[src/rtl/ldpc_uart_rx.sv]
// UART receiver for two 8N1 frames forming a 16-bit LDPC codeword {message, parity}.
// Computes the syndrome, corrects any single-bit error and reports decode status.
module ldpc_uart_rx #(
  parameter int CLKS_PER_BIT = 868
) (
  input  logic        clk,
  input  logic        rst,
  input  logic        rx,
  output logic [7:0]  message,
  output logic [15:0] corrected_codeword,
  output logic [7:0]  syndrome,
  output logic        rx_done,
  output logic        err_corrected,
  output logic        err_uncorrectable,
  output logic        frame_err,
  output logic        rx_busy
);

  localparam int HALF = CLKS_PER_BIT / 2;
  localparam int TW   = $clog2(CLKS_PER_BIT);

  typedef enum logic [2:0] {IDLE, START, DATA, STOP, DECODE} state_t;

  state_t          state_q, state_d;
  logic            rx_meta_q, rx_sync_q;
  logic [TW-1:0]   timer_q, timer_d;
  logic [2:0]      bit_cnt_q, bit_cnt_d;
  logic [7:0]      shift_q, shift_d;
  logic [7:0]      hi_q, hi_d;
  logic            byte_idx_q, byte_idx_d;
  logic [7:0]      msg_q, msg_d;
  logic [15:0]     cw_q, cw_d;
  logic [7:0]      syn_q, syn_d;
  logic            done_q, done_d;
  logic            corr_q, corr_d;
  logic            unc_q, unc_d;
  logic            ferr_q, ferr_d;

  logic [15:0]     raw_word;
  logic [7:0]      calc_parity;
  logic [7:0]      calc_syn;
  logic [7:0]      msg_flip;
  logic            par_hit;
  logic            fix_hit;
  logic [15:0]     fixed_word;

  function automatic logic [7:0] row(input int i);
    case (i)
      0:       return 8'h03;
      1:       return 8'h06;
      2:       return 8'h0C;
      3:       return 8'h18;
      4:       return 8'h30;
      5:       return 8'h60;
      6:       return 8'hC0;
      7:       return 8'h81;
      default: return 8'h00;
    endcase
  endfunction

  always_ff @(posedge clk) begin
    if (rst) begin
      rx_meta_q <= 1'b1;
      rx_sync_q <= 1'b1;
    end else begin
      rx_meta_q <= rx;
      rx_sync_q <= rx_meta_q;
    end
  end

  // Syndrome and single-bit correction of the stored word; rows are never one-hot, so hits are exclusive.
  assign raw_word = {hi_q, shift_q};

  always_comb begin
    calc_parity = 8'h00;
    msg_flip    = 8'h00;
    for (int i = 0; i < 8; i++) begin
      if (raw_word[8+i]) calc_parity = calc_parity ^ row(i);
    end
    calc_syn = raw_word[7:0] ^ calc_parity;
    for (int i = 0; i < 8; i++) begin
      msg_flip[i] = (calc_syn == row(i));
    end
    par_hit    = (calc_syn != 8'h00) && ((calc_syn & (calc_syn - 8'd1)) == 8'h00);
    fix_hit    = par_hit || (msg_flip != 8'h00);
    fixed_word = {raw_word[15:8] ^ msg_flip, par_hit ? (raw_word[7:0] ^ calc_syn) : raw_word[7:0]};
  end

  always_comb begin
    state_d    = state_q;
    timer_d    = timer_q;
    bit_cnt_d  = bit_cnt_q;
    shift_d    = shift_q;
    hi_d       = hi_q;
    byte_idx_d = byte_idx_q;
    msg_d      = msg_q;
    cw_d       = cw_q;
    syn_d      = syn_q;
    corr_d     = corr_q;
    unc_d      = unc_q;
    done_d     = 1'b0;
    ferr_d     = 1'b0;
    case (state_q)
      IDLE: begin
        if (!rx_sync_q) begin
          state_d = START;
          timer_d = '0;
        end
      end
      START: begin
        if (timer_q == TW'(HALF - 1)) begin
          timer_d   = '0;
          bit_cnt_d = 3'd0;
          state_d   = rx_sync_q ? IDLE : DATA;
        end else begin
          timer_d = timer_q + 1'b1;
        end
      end
      DATA: begin
        if (timer_q == TW'(CLKS_PER_BIT - 1)) begin
          timer_d   = '0;
          shift_d   = {rx_sync_q, shift_q[7:1]};
          bit_cnt_d = bit_cnt_q + 3'd1;
          if (bit_cnt_q == 3'd7) state_d = STOP;
        end else begin
          timer_d = timer_q + 1'b1;
        end
      end
      STOP: begin
        if (timer_q == TW'(CLKS_PER_BIT - 1)) begin
          timer_d = '0;
          if (!rx_sync_q) begin
            ferr_d     = 1'b1;
            byte_idx_d = 1'b0;
            state_d    = IDLE;
          end else if (!byte_idx_q) begin
            hi_d       = shift_q;
            byte_idx_d = 1'b1;
            state_d    = IDLE;
          end else begin
            // Results are loaded on entry to DECODE so they are valid while rx_done is high.
            msg_d   = fixed_word[15:8];
            cw_d    = fixed_word;
            syn_d   = calc_syn;
            corr_d  = fix_hit;
            unc_d   = (calc_syn != 8'h00) && !fix_hit;
            done_d  = 1'b1;
            state_d = DECODE;
          end
        end else begin
          timer_d = timer_q + 1'b1;
        end
      end
      DECODE: begin
        byte_idx_d = 1'b0;
        state_d    = IDLE;
      end
      default: state_d = IDLE;
    endcase
  end

  always_ff @(posedge clk) begin
    if (rst) begin
      state_q    <= IDLE;
      timer_q    <= '0;
      bit_cnt_q  <= 3'd0;
      shift_q    <= 8'h00;
      hi_q       <= 8'h00;
      byte_idx_q <= 1'b0;
      msg_q      <= 8'h00;
      cw_q       <= 16'h0000;
      syn_q      <= 8'h00;
      done_q     <= 1'b0;
      corr_q     <= 1'b0;
      unc_q      <= 1'b0;
      ferr_q     <= 1'b0;
    end else begin
      state_q    <= state_d;
      timer_q    <= timer_d;
      bit_cnt_q  <= bit_cnt_d;
      shift_q    <= shift_d;
      hi_q       <= hi_d;
      byte_idx_q <= byte_idx_d;
      msg_q      <= msg_d;
      cw_q       <= cw_d;
      syn_q      <= syn_d;
      done_q     <= done_d;
      corr_q     <= corr_d;
      unc_q      <= unc_d;
      ferr_q     <= ferr_d;
    end
  end

  assign message            = msg_q;
  assign corrected_codeword = cw_q;
  assign syndrome           = syn_q;
  assign rx_done            = done_q;
  assign err_corrected      = corr_q;
  assign err_uncorrectable  = unc_q;
  assign frame_err          = ferr_q;
  assign rx_busy            = (state_q == DATA) || (state_q == STOP) || (state_q == DECODE);

endmodule

[config.mk]
export PLATFORM = sky130hd
export DESIGN_NAME = ldpc_uart_rx
export DESIGN_NICKNAME = d
export VERILOG_FILES = /design/src/rtl/ldpc_uart_rx.sv
export SDC_FILE = /design/constraint.sdc
export NUM_CORES = 1
export LEC_CHECK = 0
export BUFFER_PORTS_ARGS = -buffer_cell sky130_fd_sc_hd__buf_2
export CORE_ASPECT_RATIO = 2
export CORE_MARGIN = 10
export CORE_UTILIZATION = 40
export DETAILED_ROUTE_END_ITERATION = 8
export PLACE_DENSITY_LB_ADDON = 0.3
export SKIP_CTS_REPAIR_TIMING = 1
export SYNTH_ARGS = -nofsm -noshare
export SYNTH_HDL_FRONTEND = slang
export SYNTH_SLANG_ARGS = --single-unit
[constraint.sdc]
create_clock -name clk -period 5.73 [get_ports clk]
set_input_delay 0.8595 -clock clk [delete_from_list [all_inputs] [get_ports clk]]
set_output_delay 0.8595 -clock clk [all_outputs]
set_load 0.005 [all_outputs]
==> flow_summary.ini <==
[outcome]
status = finished, final reports clean

[logic_synthesis]
synth_warnings = 0
syn_inst = 408
yosysSeqAreaShare = 0.358
postSynthAreaPerCell_um2 = 8.64
synth_edf_count = 0
synthDominantAreaCellType = dfxtp_1
synthArstFlopShare = 0
synth_flop_cell = dfxtp_1
synth-seq-cells = 63
yosysTopAreaCellShare = 0.358
ys_types = 51
synth_fp_nets = 415
netlist_area_um2 = 3530
synth_area_leaders = dfxtp_1 (36%), mux2i_1 (6.0%), nor2_1 (5.7%)

[final_layout]
fin_util = 0.460
final_layout_size_suffix_gt1_frac = 0.161
multi_input_area_um2 = 2050
final-seq-area_um2 = 1260
nFillCells = 897
fin_nets = 430
design_area_um2 = 3980
layout_commonest_cell = dfxtp_1
diodes = 0
area_growth_syn_to_layout_pct = 12.9
final_cell_mix = dfxtp_1 (63), nor2_1 (54), buf_2 (39), nand2_1 (28), nand3_1 (25)

[pwr]
ir_drop_v = 0.000172
power.leakage_nw = 1.68
fin_total_pwr_mw = 1.07
p_per_area_nw_per_um2 = 270

[setup_path]
critPathTopFamily = simple AND/OR/NAND/NOR gates
critPathLaunchType = flop
critPathRequiredTime_ps = 6010
max_stage_delay_ps = 910
crit_path_end_kind = flop
cp_num_buf_inv = 0
critPathMaxFanout = 31
path_cells = ha_1, nor2b_1, nand3_1, nor4_1, nand3_1, or4_1, nand3_1
cp_common_cell = nand3_1
crit_arrival_ps = 3670
crit_type = flop to flop
cp_slowest_cell = nand3_1

[timing]
tns_ps = 0
setup_viol = 0
rsz0062_at_grt = false
tightest_slew_ps = 1120
skew_ps = 6.56
slew_headroom = 0.249
period_share = 0.591
worst_slack_ps = 2340
fmax_mhz = 295
finalCriticalPeriod_ps = 3390
finalHoldViolCount = 0
slew_violations = 0

[cts]
cts_made_buffers = 9
cts_tree = done
clock-sinks = 63
htree_levels = 3
clk_latency_ps = 340
clockBufferDepth = 2
clk_pin_slew_worst_paths_ps = 60
cts.root.buffer_cell = clkbuf_16

[grt]
grt_pass1_wl_um = 15200
antenna_found_initial = 0
grt-ovfl-total = 0
grt_start_max_net_pins = 71
grt_pass1_vias = 3000
grt_use_total = 0.144

[route]
wl_per_cell_um = 17.2
drt-total-wl_um = 9100
top_layer = met4
wl_met2_um = 5510
num_vias = 2978
first_iter_violations = 247
postRouteAntennaNets = 0
viasPerCell = 5.64
route.detailed.drc = 0
met1_length_um = 2980
met3_length_um = 420
drt_pass1_iterations = 4

[placed_design]
placed_area_um2 = 3660
portBuffers = 39
dp_hpwl_um = 6590
globalplace.congestion = 0.939
post-place-ws_ps = 2340

[floorplan]
rows = 48
die_y_um = 153
start_util = 0.408
core_area_um2 = 8650
die_area_um2 = 13200
chipWidth_um = 86.4
io_pins = 40

[run]
maxCapViolCount = 0

[worst_hold_path]
hold_path.class = flop to flop
path summary, 6_finish.rpt:
path	start	to	slack [ps]	depth (start not counted)
hold / removal	rx_meta_q	rx_sync_q	410	1
hold reg to reg	rx_meta_q	rx_sync_q	410	1
setup / recovery	timer_q[0]	corrected_codeword[5]	2340	7
setup reg to reg	timer_q[0]	corrected_codeword[5]	2340	7
state kept, by name, summed over array words and instances, names as in the netlist:
| register | flops |
|---|---|
| bit_cnt_q | 3 |
| byte_idx_q | 1 |
| corrected_codeword | 8 |
| err_corrected | 1 |
| err_uncorrectable | 1 |
| frame_err | 1 |
| hi_q | 8 |
| message | 8 |
| rx_done | 1 |
| rx_meta_q | 1 |
| rx_sync_q | 1 |
| shift_q | 8 |
| state_q | 3 |
| syndrome | 8 |
| timer_q | 10 |
power by group:
| part | switching [mW] | leakage, nW | internal (mW) |
|---|---|---|---|
| clock network | 0.205 | 0.156 | 0.392 |
| registers | 0.00435 | 0.508 | 0.442 |
| logic | 0.0212 | 1.01 | 0.0103 |
| total | 0.231 | 1.68 | 0.844 |
cells in the mapped netlist (all sizes together), types with 2 or more instances:
master   n
or3      2
xnor3    3
a21o     2
nor4     4
a21oi   22
a22oi    2
nor2b    3
xor3     4
o21bai   2
nand4    3
or4      8
o21ai    8
clkbuf  19
xor2    11
nand4b   8
nor2    55
buf     17
nand2   28
inv      5
and3     9
nand3b   8
mux2i   21
ha       4
a211o    2
a211oi  10
o211ai   3
nor3    13
a31oi    4
o22ai    3
dfxtp   63
nand3   25
xnor2   21
or2      5
layer usage:
metal	vias to the layer above	GRT usage
li1	1472	-
met1	1430	0.127
met2	59	0.277
met3	17	0.0401
met4	0	0.0698
met5	-	0
per-stage QoR:
step | hold WS (ps) | cells
finish | 409 | 528
floorplan | 389 | 408
global placement | 397 | 512
CTS | 412 | 528
global route | 420 | 528
detailed placement | 398 | 512
cell families (layout without fill, tap and decap cells):
group | after synthesis | count (layout) | synth area share
DFF | 63 | 63 | 0.358
AOI/OAI and AO/OA | 64 | 64 | 0.119
and+or+nand+nor | 175 | 175 | 0.254
xor gates and xnor gates | 39 | 39 | 0.131
buffers and inverters | 41 | 61 | 0.0610
muxes | 22 | 22 | 0.0628
adders and majority gates | 4 | 4 | 0.0142
final cells by class:
class                           count  area share
Clock buffer                       11      0.0610
Clock inverter                      5      0.0204
Inverter                            5     0.00471
Multi-Input combinational cell    304       0.515
Sequential cell                    63       0.317
Tap cell                          100      0.0314
Timing Repair Buffer               40      0.0509
(Power assumes the default switching activity.)
